**src/rtl/round_pipe.sv**
```systemverilog
`default_nettype none
// ============================================================================
// Module      : round_pipe
// Description : Two-stage IEEE-style rounding pipeline with valid/ready flow.
// Revision    : 1.0 - initial release
// ============================================================================
module round_pipe #(
    parameter int EXP_W = 8,
    parameter int MAN_W = 23
) (
    input  logic             clk,
    input  logic             rst_n,
    input  logic             in_valid,
    output logic             in_ready,
    input  logic             sign,
    input  logic [EXP_W-1:0] exp,
    input  logic [MAN_W+2:0] mantis,
    input  logic             loss,
    input  logic [1:0]       mode,
    output logic             out_valid,
    input  logic             out_ready,
    output logic             sign_out,
    output logic [EXP_W-1:0] exp_out,
    output logic [MAN_W-1:0] mantis_out,
    output logic             inexact,
    output logic             overflow
);

    localparam logic [EXP_W-1:0] c_exp_ones = '1;
    localparam logic [EXP_W-1:0] c_exp_one  = {{(EXP_W-1){1'b0}}, 1'b1};

    // Stage 1: operand plus precomputed increment decision
    logic             r_s1_valid;
    logic             r_s1_sign;
    logic [EXP_W-1:0] r_s1_exp;
    logic [MAN_W:0]   r_s1_sig;
    logic             r_s1_inc;
    logic             r_s1_inexact;

    // Stage 2: final result, drives the outputs directly
    logic             r_s2_valid;
    logic             r_s2_sign;
    logic [EXP_W-1:0] r_s2_exp;
    logic [MAN_W-1:0] r_s2_man;
    logic             r_s2_inexact;
    logic             r_s2_overflow;

    logic             w_s2_load;
    logic             w_s1_load;
    logic             w_any;
    logic             w_special;
    logic             w_inc;
    logic [MAN_W+1:0] w_sum;
    logic [EXP_W-1:0] w_exp_inc;
    logic [EXP_W-1:0] w_exp_n;
    logic [MAN_W-1:0] w_man_n;
    logic             w_ovf_n;

    assign w_s2_load = !r_s2_valid || out_ready;
    assign w_s1_load = !r_s1_valid || w_s2_load;
    // Held low throughout reset even though the pipeline flops are already clear
    assign in_ready  = rst_n && w_s1_load;

    assign w_any     = mantis[1] | mantis[0] | loss;
    assign w_special = (exp == c_exp_ones);

    always_comb begin
        w_inc = 1'b0;
        case (mode)
            2'b00:   w_inc = mantis[1] & (mantis[0] | loss | mantis[2]);
            2'b01:   w_inc = 1'b0;
            2'b10:   w_inc = w_any & !sign;
            default: w_inc = w_any & sign;
        endcase
        if (w_special) begin
            w_inc = 1'b0;
        end
    end

    always_ff @(posedge clk or negedge rst_n) begin
        if (!rst_n) begin
            r_s1_valid   <= 1'b0;
            r_s1_sign    <= 1'b0;
            r_s1_exp     <= '0;
            r_s1_sig     <= '0;
            r_s1_inc     <= 1'b0;
            r_s1_inexact <= 1'b0;
        end else if (w_s1_load) begin
            r_s1_valid <= in_valid;
            if (in_valid) begin
                r_s1_sign    <= sign;
                r_s1_exp     <= exp;
                r_s1_sig     <= mantis[MAN_W+2:2];
                r_s1_inc     <= w_inc;
                r_s1_inexact <= w_any & !w_special;
            end
        end
    end

    assign w_sum     = {1'b0, r_s1_sig} + {{(MAN_W+1){1'b0}}, r_s1_inc};
    assign w_exp_inc = r_s1_exp + c_exp_one;

    always_comb begin
        w_exp_n = r_s1_exp;
        w_man_n = w_sum[MAN_W-1:0];
        w_ovf_n = 1'b0;
        if (r_s1_exp == '0) begin
            // Subnormal: an increment reaching the hidden bit promotes to exp 1
            w_exp_n = {{(EXP_W-1){1'b0}}, w_sum[MAN_W]};
        end else if (w_sum[MAN_W+1]) begin
            w_exp_n = w_exp_inc;
            w_man_n = '0;
            w_ovf_n = (w_exp_inc == c_exp_ones);
        end
    end

    always_ff @(posedge clk or negedge rst_n) begin
        if (!rst_n) begin
            r_s2_valid    <= 1'b0;
            r_s2_sign     <= 1'b0;
            r_s2_exp      <= '0;
            r_s2_man      <= '0;
            r_s2_inexact  <= 1'b0;
            r_s2_overflow <= 1'b0;
        end else if (w_s2_load) begin
            r_s2_valid <= r_s1_valid;
            if (r_s1_valid) begin
                r_s2_sign     <= r_s1_sign;
                r_s2_exp      <= w_exp_n;
                r_s2_man      <= w_man_n;
                r_s2_inexact  <= r_s1_inexact;
                r_s2_overflow <= w_ovf_n;
            end
        end
    end

    assign out_valid  = r_s2_valid;
    assign sign_out   = r_s2_sign;
    assign exp_out    = r_s2_exp;
    assign mantis_out = r_s2_man;
    assign inexact    = r_s2_inexact;
    assign overflow   = r_s2_overflow;

endmodule
`default_nettype wire

```
**config.mk**
```make
export PLATFORM = sky130hd
export DESIGN_NAME = round_pipe
export DESIGN_NICKNAME = d
export VERILOG_FILES = /design/src/rtl/round_pipe.sv
export SDC_FILE = /design/constraint.sdc
export NUM_CORES = 1
export LEC_CHECK = 0
export BUFFER_PORTS_ARGS = -buffer_cell sky130_fd_sc_hd__clkbuf_2
export CORE_MARGIN = 2
export CORE_UTILIZATION = 54
export DETAILED_ROUTE_END_ITERATION = 12
export PLACE_DENSITY = 0.8
export SYNTH_ARGS = -nofsm -noshare
export SYNTH_HDL_FRONTEND = slang
export SYNTH_SLANG_ARGS = --single-unit
```
**constraint.sdc**
```tcl
create_clock -name clk -period 2.8 [get_ports clk]
set_input_delay 0.14 -clock clk [delete_from_list [all_inputs] [get_ports clk]]
set_output_delay 0.14 -clock clk [all_outputs]
set_load 0.1 [all_outputs]
```
# == After elaboration in Yosys (flattened, before gate mapping) ==
# Index checks and enable logic that the tools add are counted.
# classes
n_addsub,2
eq_ne,4
mux,8
bitwise,8
reduce_logical,11
# ops
op,n
$mux W23,2
$add A24 B1 Y25,1
$eq A8 B8 Y1 const B,2
$mux W8,2
$add A8 B1 Y8 const B,1
$logic_not A8 Y1,1
$and A1 B1 Y1,4
$logic_not A1 Y1,4
$or A1 B1 Y1,4
$reduce_and A2 Y1,2
$mux W1,3
$pmux W1 S3,1
$eq A2 B1 Y1 const B,1
$eq A2 B2 Y1 const B,1
$logic_not A2 Y1,1
$logic_or A1 B1 Y1,2
$logic_and A1 B1 Y1,1
# totals
reg_bits,71
inputBits,42
output_inout_bits,36
elab_cells,45

# == Depth between registers and ports, before layout ==
# Gate-level depths: netlist (run 1).
# depth
depth_word,5
ltp_mapped,7
ltp_nobuf,7

# == Worst setup path before layout (run 1) ==
# Ideal clock, no wire load.
# synth_timing
kind,register to register
startpoint,"register r_s2_valid, in the netlist out_valid"
endpoint,register r_s1_exp[0]
setup_ns,0.125
t_arrival_ns,2.145
t_required_ns,2.675
path_slack_ns,0.530
path_stages_with_launch,5
n_path_buf,1
period_less_slack_ns,2.270
path_cell_list,dfrtp_1 -> nand3b_1 -> nand2_1 -> clkbuf_1 -> mux2_2
# synth_via
elab_chain_cells,4
# synth_lines
item,line,source
"start, declared",41,logic r_s2_valid;
"start signal, assigned",126,r_s2_valid <= r_s1_valid;
$logic_not A1 Y1,59,assign w_s2_load = !r_s2_valid || out_ready;
$logic_or A1 B1 Y1,59,
$logic_or A1 B1 Y1,60,assign w_s1_load = !r_s1_valid || w_s2_load;
$reduce_and A2 Y1 (no line),n/a,
"end signal, assigned",92,r_s1_exp <= exp;
"end, declared",35,logic [EXP_W-1:0] r_s1_exp;
# No other way between the ends.
# A chain may end at the register's enable or synchronous reset.

# == Final worst setup path (run 1) ==
# layout_timing
startpoint,register r_s1_inc
endpoint,"register r_s2_man[18], in the netlist mantis_out[18]"
# layout_via
elab_chain_cells,3
# layout_lines
item,line,source
"start, declared",37,logic r_s1_inc;
"start signal, assigned",94,r_s1_inc <= w_inc;
$add A24 B1 Y25 (*),100,"assign w_sum = {1'b0, r_s1_sig} + {{(MAN_W+1){1'b0}}, r_s1_inc};"
$mux W23,110,end else if (w_sum[MAN_W+1]) begin
$mux W23 (*),107,if (r_s1_exp == '0) begin
"end signal, assigned",130,r_s2_man <= w_man_n;
"end, declared",44,logic [MAN_W-1:0] r_s2_man;
# Mark *: on every way between the ends. The rest lies on a longest branch, timed or not.

==> flow_summary.toml, run 1 <==
[routing]
first_pass_iters = 4
vias = 2722
wirelength_um = 7370
drt_iter0_drc = 176
drc = 0
drtAntennaViolNets = 0
detail_route.wl_per_cell_um = 15.3
viasPerCell = 5.64

[power_and_ir_drop]
powerDensity_nw_per_um2 = 887
p_sw_mw = 1.63
internal-power_mw = 2.10
ir_worst_vdd_mv = 0.518
power_frac_clock_pct = 26.6
p_seq_share_pct = 37.1
power_switching_share_pct = 43.8
cellLeakagePower_nw = 1.89
power_frac_comb_pct = 36.3

[logic_synthesis]
synth_most_common_cell = "dfrtp_1"
synth_top_area_share_pct = 51.1
synth_flop_cell = "dfrtp_1"
yosysSeqAreaShare_pct = 51.1
synthTopCellsByArea = "dfrtp_1 51%, mux2_2 11%, nand2_1 5.5%"
synth_top_area_cell = "dfrtp_1"
synth_nets = 365
synth_area_um2 = 3470
synth_edf_count = 0
syn_avg_cell_area_um2 = 10.9
synthCells = 318
synth-async-reset-ratio_pct = 100
ys_seq_elements = 71
yosysWarnings = 0
yosys-top-cells-count = "71 x dfrtp_1, 51 x nand2_1, 33 x mux2_2"
synthDistinctLibCells = 40

[cts]
cts_setup_buffers = 0
htree_levels = 3
cts_sinks = 71
clk_latency_ns = 0.35
cts_resized = 0
cts.path.max_buffers = 2
clk_pin_slew_worst_paths_ns = 0.07
root_buffer = "clkbuf_8"
cts_tree = "yes"
cts_hold_buf = 0
cts_buffers = 9

[worst_setup_path]
cp.buffers_inverters = 1
critical_path.top_delay_family = "simple AND/OR/NAND/NOR gates"
critPathArrivalTime_ns = 2.62
end_kind = "register"
max_stage_delay_ns = 0.60
crit_required_ns = 3.07
crit_path_frequent_cell = "ha_1"
slowest_stage = "or4_4"
worst_setup_path_start_kind = "register"
path_cells = "ha_1 > ha_1 > inv_1 > or4_4 > or3_2 > xnor2_1 > o21ai_0"
crit_fanout = 6
critPathKind = "register to register"

[timing]
max_freq_mhz = 425
fin_setup_tns_ns = 0
slew_headroom_pct = 41.0
fin_crit_sh_pct = 83.9
fin_skew_ns = 0.00679
whs_ns = 0.00550
hold_viol_final = 0
grt_setup_unrepaired = "false"
worst_pin_slew_ns = 0.883
drv_slew = 0
period_needed_ns = 2.35
setup_viol = 0

[global_route]
antenna_found_initial = 0
grt_pass1_wl_um = 12500
grt_pass1_vias = 2675
track_usage_pct = 22.4
grt_overflow = 0
grt_max_degree = 72

[hold_path]
hold_path_class = "input port to asynchronous set/reset pin"

[final_layout]
synthToLayoutAreaGrowth_pct = 21.0
nets = 448
final_area_um2 = 4210
fin_cells = 483
nFillCells = 499
drive_gt1_share_pct = 35.7
diodes = 0

[floorplanning]
die_h_um = 84.2
dieWidth_um = 84.2
dieArea_um2 = 7090
coreArea_um2 = 6280
rows = 29
floorplan.initialDensity_pct = 55.4
ios = 78

[outcome]
status = "finished clean"

[placement]
dp_cells = 467
placed_area_um2 = 3960
gp_congestion = 0.884
hpwl_um = 5410
port_buffers = 77

[job]
drv_cap = 0
==> cell usage in the layout (no fill, tap or decap), types with 3 or more instances in the layout <==
cell type	n
nor4_4	3
mux2_2	33
nor2_1	12
nand4_1	9
nor4_1	5
inv_1	7
ha_1	5
nand3_1	13
and3_1	3
xor2_1	17
nand2_1	51
buf_4	6
a21oi_1	5
dfrtp_1	71
clkbuf_8	10
nand2b_1	3
clkbuf_2	76
xnor2_1	11
or4_4	3
o22ai_1	3
o31ai_1	6
o21ai_0	23
bufinv_16	3
==> area by class of cell <==
class,instances,area [um^2],area share [%]
Sequential cell,71,1780,42.2
Multi-Input combinational cell,229,1630,38.8
Timing Repair Buffer,83,430,10.2
Clock buffer,10,138,3.27
Clock inverter,6,108,2.56
Tap cell,77,96.3,2.29
Inverter,7,26.3,0.625
==> flip-flops by register name, indices dropped and copies added, names as in the netlist <==
signal	count
exp_out	8
inexact	1
mantis_out	23
out_valid	1
overflow	1
r_s1_exp	8
r_s1_inc	1
r_s1_inexact	1
r_s1_sig	24
r_s1_sign	1
r_s1_valid	1
sign_out	1
==> per-stage QoR <==
step	power [mW]	util, %	setup WS, ns
global route	3.88	67.0	0.245
global placement	2.73	63.1	0.521
detailed placement	2.76	63.1	0.433
floorplan	2.48	-	0.530
finish	3.73	67.0	0.450
CTS	3.75	67.0	0.418
==> power by group through the flow <==
stage	clock network (mW)	logic, mW	registers, mW
2_1_floorplan	0	0.330	2.15
3_3_place_gp	0	1.34	1.39
3_5_place_dp	0	1.36	1.40
4_1_cts	1.01	1.36	1.38
5_1_grt	1.05	1.42	1.41
6_report	0.991	1.35	1.38
==> cells by family (layout without fill, tap and decap cells) <==
logic type / after synthesis / count (layout) / share of synthesized area (%)
xor gates and xnor gates: 28 / 28 / 7.06
AOI/OAI and AO/OA: 47 / 47 / 8.21
buffers and inverters: 18 / 106 / 1.94
adders and majority gates: 5 / 5 / 1.80
DFF: 71 / 71 / 51.1
muxes: 34 / 34 / 11.0
and+or+nand+nor: 115 / 115 / 18.9
==> worst paths after layout <==
path	to	cells past startpoint	slack, ns	start
max	mantis_out[18]	7	0.45	r_s1_inc
min	inexact	2	0.006	rst_n
max reg2reg	mantis_out[18]	7	0.45	r_s1_inc
min reg2reg	mantis_out[4]	2	0.48	mantis_out[4]
max in group asynchronous	exp_out[0]	2	2.24	rst_n
min in group clk	r_s1_valid	2	0.01	in_valid
==> layer usage <==
| layer | share of wire, % | GRT usage [%] | vias to the layer above |
|---|---|---|---|
| met5 | 0 | 0 | - |
| met4 | 2.0 | 10.7 | 0 |
| met3 | 5.3 | 3.44 | 15 |
| met2 | 48 | 35.5 | 76 |
| met1 | 44 | 30.5 | 1333 |
| li1 | - | - | 1298 |
==> worst register-to-register path: stages (launching register included) <==
cell and delay [ns]:
dfrtp_1 0.35, ha_1 0.19, ha_1 0.30, inv_1 0.13
or4_4 0.60, or3_2 0.44, xnor2_1 0.13, o21ai_0 0.14
(Power assumes the default switching activity.)
==> run 2, diff against run 1 <==
==> constraint.sdc (replaced) <==
create_clock -name clk -period 2.2 [get_ports clk]
set_input_delay 0.11 -clock clk [delete_from_list [all_inputs] [get_ports clk]]
set_output_delay 0.11 -clock clk [all_outputs]
set_load 0.1 [all_outputs]
==> flow_summary.toml, run 2 (synthesized netlist as in run 1, its figures left out) <==
[global_route]
track_usage_pct = 22.0
antenna_found_initial = 0
grt_overflow = 0
grt_max_degree = 72
grt_pass1_wl_um = 12400
grt_pass1_vias = 2696

[job]
drv_cap = 0

[worst_setup_path]
crit_fanout = 5
critPathArrivalTime_ns = 2.37
worst_setup_path_start_kind = "register"
end_kind = "register"
slowest_stage = "or4_4"
crit_required_ns = 2.45
max_stage_delay_ns = 0.59
path_cells = "ha_4 > ha_2 > inv_1 > or4_4 > or3_4 > xnor2_2 > o21ai_0"
critPathKind = "register to register"

[cts]
cts_setup_buffers = 0
cts_tree = "yes"
htree_levels = 3
root_buffer = "clkbuf_8"
clk_pin_slew_worst_paths_ns = 0.07
cts.path.max_buffers = 2
cts_buffers = 9
clk_latency_ns = 0.34
cts_sinks = 71

[power_and_ir_drop]
p_sw_mw = 2.05
power_frac_comb_pct = 39.7
p_seq_share_pct = 39.8
power_frac_clock_pct = 20.5
power_switching_share_pct = 46.3
internal-power_mw = 2.38
cellLeakagePower_nw = 1.92
powerDensity_nw_per_um2 = 1040
ir_worst_vdd_mv = 0.773

[timing]
worst_pin_slew_ns = 0.872
hold_viol_final = 7
grt_setup_unrepaired = "false"
max_freq_mhz = 473
fin_crit_sh_pct = 96.1
slew_headroom_pct = 41.9
fin_skew_ns = 0.0112
period_needed_ns = 2.12
setup_viol = 0
whs_ns = -0.0173
drv_slew = 0

[final_layout]
final_area_um2 = 4260
regMostFlops = "r_s1_sig"
diodes = 0
nFillCells = 492
final_common_cell = "clkbuf_2"
synthToLayoutAreaGrowth_pct = 22.7
largest_reg_flops = 24
fin_cells = 494
multi_input_area_um2 = 1660
nets = 460
final_cell_mix = "76 x clkbuf_2, 70 x dfrtp_1, 51 x nand2_1"
seqCellArea_um2 = 1780
drive_gt1_share_pct = 36.9

[floorplanning]
dieWidth_um = 84.2
ios = 78
die_h_um = 84.2
dieArea_um2 = 7090
floorplan.initialDensity_pct = 55.4
rows = 29
coreArea_um2 = 6280

[placement]
gp_congestion = 0.900
port_buffers = 77
hpwl_um = 5460
dp_cells = 475
placed_area_um2 = 4020

[routing]
drt_iter0_drc = 172
vias = 2756
detail_route.wl_per_cell_um = 15.4
drtAntennaViolNets = 0
wirelength_um = 7610
viasPerCell = 5.58
first_pass_iters = 4
drc = 0

[outcome]
status = "finished with violations"
violations = "negative hold slack"

[hold_path]
hold_path_class = "input port to asynchronous set/reset pin"
-- run 2: changes by cell type in the layout (fill, tap and decap cells not counted), moves of 2 or more --
cell,delta
buf_4,+8
dlygate4sd3_1,+4
bufinv_16,-3
clkbuf_1,+3
ha_1,-2
-- run 2: through the flow --
stage | utilization [%] | total power [mW] | setup WS (ns) | hold WS, ns | setup TNS, ns
after floorplan | - | 3.16 | 0.0187 | -0.186 | 0
after global placement | 64.1 | 3.49 | 0.0737 | 0.314 | 0
after detailed placement | 64.1 | 3.53 | -0.0204 | 0.326 | -0.0204
after CTS | 67.3 | 4.43 | 0.00852 | 0.000145 | 0
after global routing | 67.9 | 4.60 | 0.00227 | 0.00234 | 0
final | 67.9 | 4.43 | 0.0848 | -0.0173 | 0
-- run 2: path summary, 6_finish.rpt --
kind / startpoint / to / slack, ns / cells past startpoint
worst max register to register: r_s1_sig[0] / mantis_out[18] / 0.08 / 7
worst min-delay path: rst_n / sign_out / -0.02 / 2
max in group asynchronous: rst_n / out_valid / 1.61 / 2
worst min register to register: r_s1_inexact / inexact / 0.46 / 2
min in group clk: mantis[16] / r_s1_sig[14] / 0 / 2
worst max-delay path: r_s1_sig[0] / mantis_out[18] / 0.08 / 7
-- run 2: per-layer routing --
metal / global-route usage (%) / part of all wire, %
met3: 4.03 / 5.2
met5: 0 / 0
met2: 34.7 / 49
met4: 9.24 / 1.1
met1: 30.2 / 45
-- run 2: layout make-up --
type                    instances  area share (%)
clock inverters                 1           0.117
repair buffers                 95            12.4
inverters                       7           0.617
clock buffers                  14            3.82
well taps                      77            2.26
flip-flops and latches         71            41.7
multi-input cells             229            39.0
-- run 2: critical path: cells and delay by family (launching register included) --
| kind | cells | cell delay [ns] |
|---|---|---|
| and+or+nand+nor | 2 | 0.95 |
| DFF | 1 | 0.40 |
| adders and majority gates | 2 | 0.34 |
| AOI/OAI and AO/OA | 1 | 0.14 |
| xor gates and xnor gates | 1 | 0.13 |
| buffers and inverters | 1 | 0.07 |
-- run 2: timing repair --
item                                    CTS  global route
gates resized for setup                   2             4
endpoints found under the setup margin    1             4
hold endpoints to repair                  3             1
pin swaps                                 0             0
hold buffers                              3             1
-- run 2: power by group through the flow --
stage	Clock, mW	Sequential (mW)	Combinational [mW]
2_1_floorplan	0	2.74	0.420
3_3_place_gp	0	1.76	1.73
3_5_place_dp	0	1.78	1.75
4_1_cts	0.921	1.75	1.76
5_1_grt	0.974	1.79	1.84
6_report	0.908	1.76	1.76
==> run 3, diff against run 2 <==
--- a/config.mk
+++ b/config.mk
@@ -7,9 +7,10 @@
 export LEC_CHECK = 0
 export BUFFER_PORTS_ARGS = -buffer_cell sky130_fd_sc_hd__clkbuf_2
 export CORE_MARGIN = 2
-export CORE_UTILIZATION = 54
+export CORE_UTILIZATION = 49
 export DETAILED_ROUTE_END_ITERATION = 12
-export PLACE_DENSITY = 0.8
+export MAX_ROUTING_LAYER = met4
+export PLACE_DENSITY = 0.76
 export SYNTH_ARGS = -nofsm -noshare
 export SYNTH_HDL_FRONTEND = slang
 export SYNTH_SLANG_ARGS = --single-unit
==> constraint.sdc (replaced) <==
create_clock -name clk -period 1.8 [get_ports clk]
set_input_delay 0.09 -clock clk [delete_from_list [all_inputs] [get_ports clk]]
set_output_delay 0.09 -clock clk [all_outputs]
set_load 0.1 [all_outputs]
==> flow_summary.toml, run 3 (synthesized netlist as in run 1, its figures left out) <==
[outcome]
status = "finished with violations"
violations = "negative setup slack"

[timing]
period_needed_ns = 2.10
setup_viol = 22
worst_pin_slew_ns = 0.565
whs_ns = 0.00392
grt_setup_unrepaired = "true"
fin_skew_ns = 0.00969
fin_ws_ns = -0.296
max_freq_mhz = 477
fin_crit_sh_pct = 116
slew_headroom_pct = 62.5
hold_viol_final = 0
drv_slew = 0

[cts]
cts_sinks = 71
htree_levels = 3
cts.path.max_buffers = 2
cts_buffers = 9
cts_tree = "yes"
clk_pin_slew_worst_paths_ns = 0.08
clk_latency_ns = 0.35
root_buffer = "clkbuf_8"

[floorplanning]
coreArea_um2 = 6830
dieWidth_um = 88.2
ios = 78
rows = 30
dieArea_um2 = 7780
floorplan.initialDensity_pct = 50.9
die_h_um = 88.2

[global_route]
grt_pass1_vias = 3094
track_usage_pct = 24.9
grt_overflow = 0
antenna_found_initial = 0
grt_max_degree = 72
grt_pass1_wl_um = 14300

[routing]
wirelength_um = 9050
drtAntennaViolNets = 0
drt_iter0_drc = 138
drc = 0
vias = 3045
first_pass_iters = 5
viasPerCell = 5.29
detail_route.wl_per_cell_um = 15.7

[placement]
gp_congestion = 0.838
hpwl_um = 5910
port_buffers = 77

[hold_path]
hold_path_class = "input port to register"
worstHoldStart = "exp[2]"

[power_and_ir_drop]
ir_worst_vdd_mv = 0.605
internal-power_mw = 3.19
power_frac_comb_pct = 42.3
powerDensity_nw_per_um2 = 1160
p_seq_share_pct = 36.3
cellLeakagePower_nw = 2.27
p_sw_mw = 2.64
power_frac_clock_pct = 21.4
power_switching_share_pct = 45.3

[final_layout]
diodes = 0
final_common_cell = "clkbuf_2"
nets = 522
synthToLayoutAreaGrowth_pct = 44.8
final_cell_mix = "75 x clkbuf_2, 70 x dfrtp_1, 51 x nand2_1"
finish.utilization_pct = 73.7
regMostFlops = "r_s1_sig"
largest_reg_flops = 24
drive_gt1_share_pct = 42.7

[job]
drv_cap = 0

[worst_setup_path]
critPathArrivalTime_ns = 2.34
end_kind = "register"
max_stage_delay_ns = 0.42
worst_setup_path_start_kind = "register"
crit_fanout = 2
rrSetupSlack_ns = -0.30
path_cells = "ha_4 > ha_4 > buf_4 > buf_6 > nand4_1 > nor4_2 > buf_4 > nand2_1 > a31o_2 > a21o_1"
crit_required_ns = 2.04
crit_start = "r_s1_inc"
critPathKind = "register to register"
rr_startpoint = "r_s1_inc"
slowest_stage = "dfrtp_1"
## run 3: cell types whose count changed in the layout (fill, tap and decap cells not counted), moves of 5 or more
cell | previous run | this run
o21ai_0 | 23 | 10
o21ai_1 | 1 | 13
buf_4 | 14 | 41
buf_6 | 0 | 5
nand3_1 | 13 | 8
dlygate4sd3_1 | 4 | 31
## run 3: layout make-up
cell class | count | area (um^2)
Inverter | 7 | 28.8
Sequential cell | 71 | 1780
Clock buffer | 12 | 145
Multi-Input combinational cell | 229 | 1780
Tap cell | 96 | 120
Timing Repair Buffer | 157 | 1130
Fill cell | 482 | 1800
Clock inverter | 4 | 45.0
## run 3: path summary, 6_finish.rpt
check / endpoint / cells past startpoint
worst max-delay path: exp_out[4] / 10
worst min-delay path: r_s1_exp[2] / 2
worst max register to register: exp_out[4] / 10
worst min register to register: inexact / 2
max in group asynchronous: exp_out[5] / 3
min in group asynchronous: r_s1_sign / 3
## run 3: per-stage QoR
step	setup slack [ns]	TNS (ns)	area [um^2]	power, mW	std cells
2_1_floorplan	-0.174	-0.707	3530	3.88	318
3_3_place_gp	-0.147	-0.800	4340	4.42	522
3_5_place_dp	-0.291	-1.72	4340	4.47	522
4_1_cts	-0.191	-1.83	4930	5.78	573
5_1_grt	-0.343	-5.04	5030	6.07	576
6_report	-0.296	-3.57	5030	5.83	576
## run 3: power by group through the flow
stage	Sequential (mW)	Combinational [mW]	Clock (mW)
detailed placement	2.13	2.34	0
floorplan	3.35	0.526	0
global placement	2.11	2.30	0
CTS	2.10	2.41	1.26
global route	2.14	2.59	1.33
finish	2.12	2.47	1.25
## run 3: worst max-delay path: cells and delay by family (launching register included)
family	cells	cell delay (ns)
adder cells (fa/ha/maj)	2	0.32
buffers and inverters	3	0.38
flip-flops	1	0.42
AO/OA/AOI/OAI	2	0.42
AND/OR/NAND/NOR	3	0.45
## run 3: per-layer routing
layer  track usage [%]  part of all wire [%]  up-vias  wire length (um)
li1                  -                     -     1445                 -
met1              32.4                    43     1481              3910
met2              39.6                    51      103              4630
met3              3.20                   4.0       16               366
met4              9.92                   1.6        0               141
met5                 -                     0        -                 0
## run 3: timing repair
item,in CTS,in global routing
pin swaps,6,7
buffers inserted,4,4
hold buffers,31,0
endpoints found under the hold margin,101,0
resized for setup,15,21
endpoints found under the setup margin,22,27
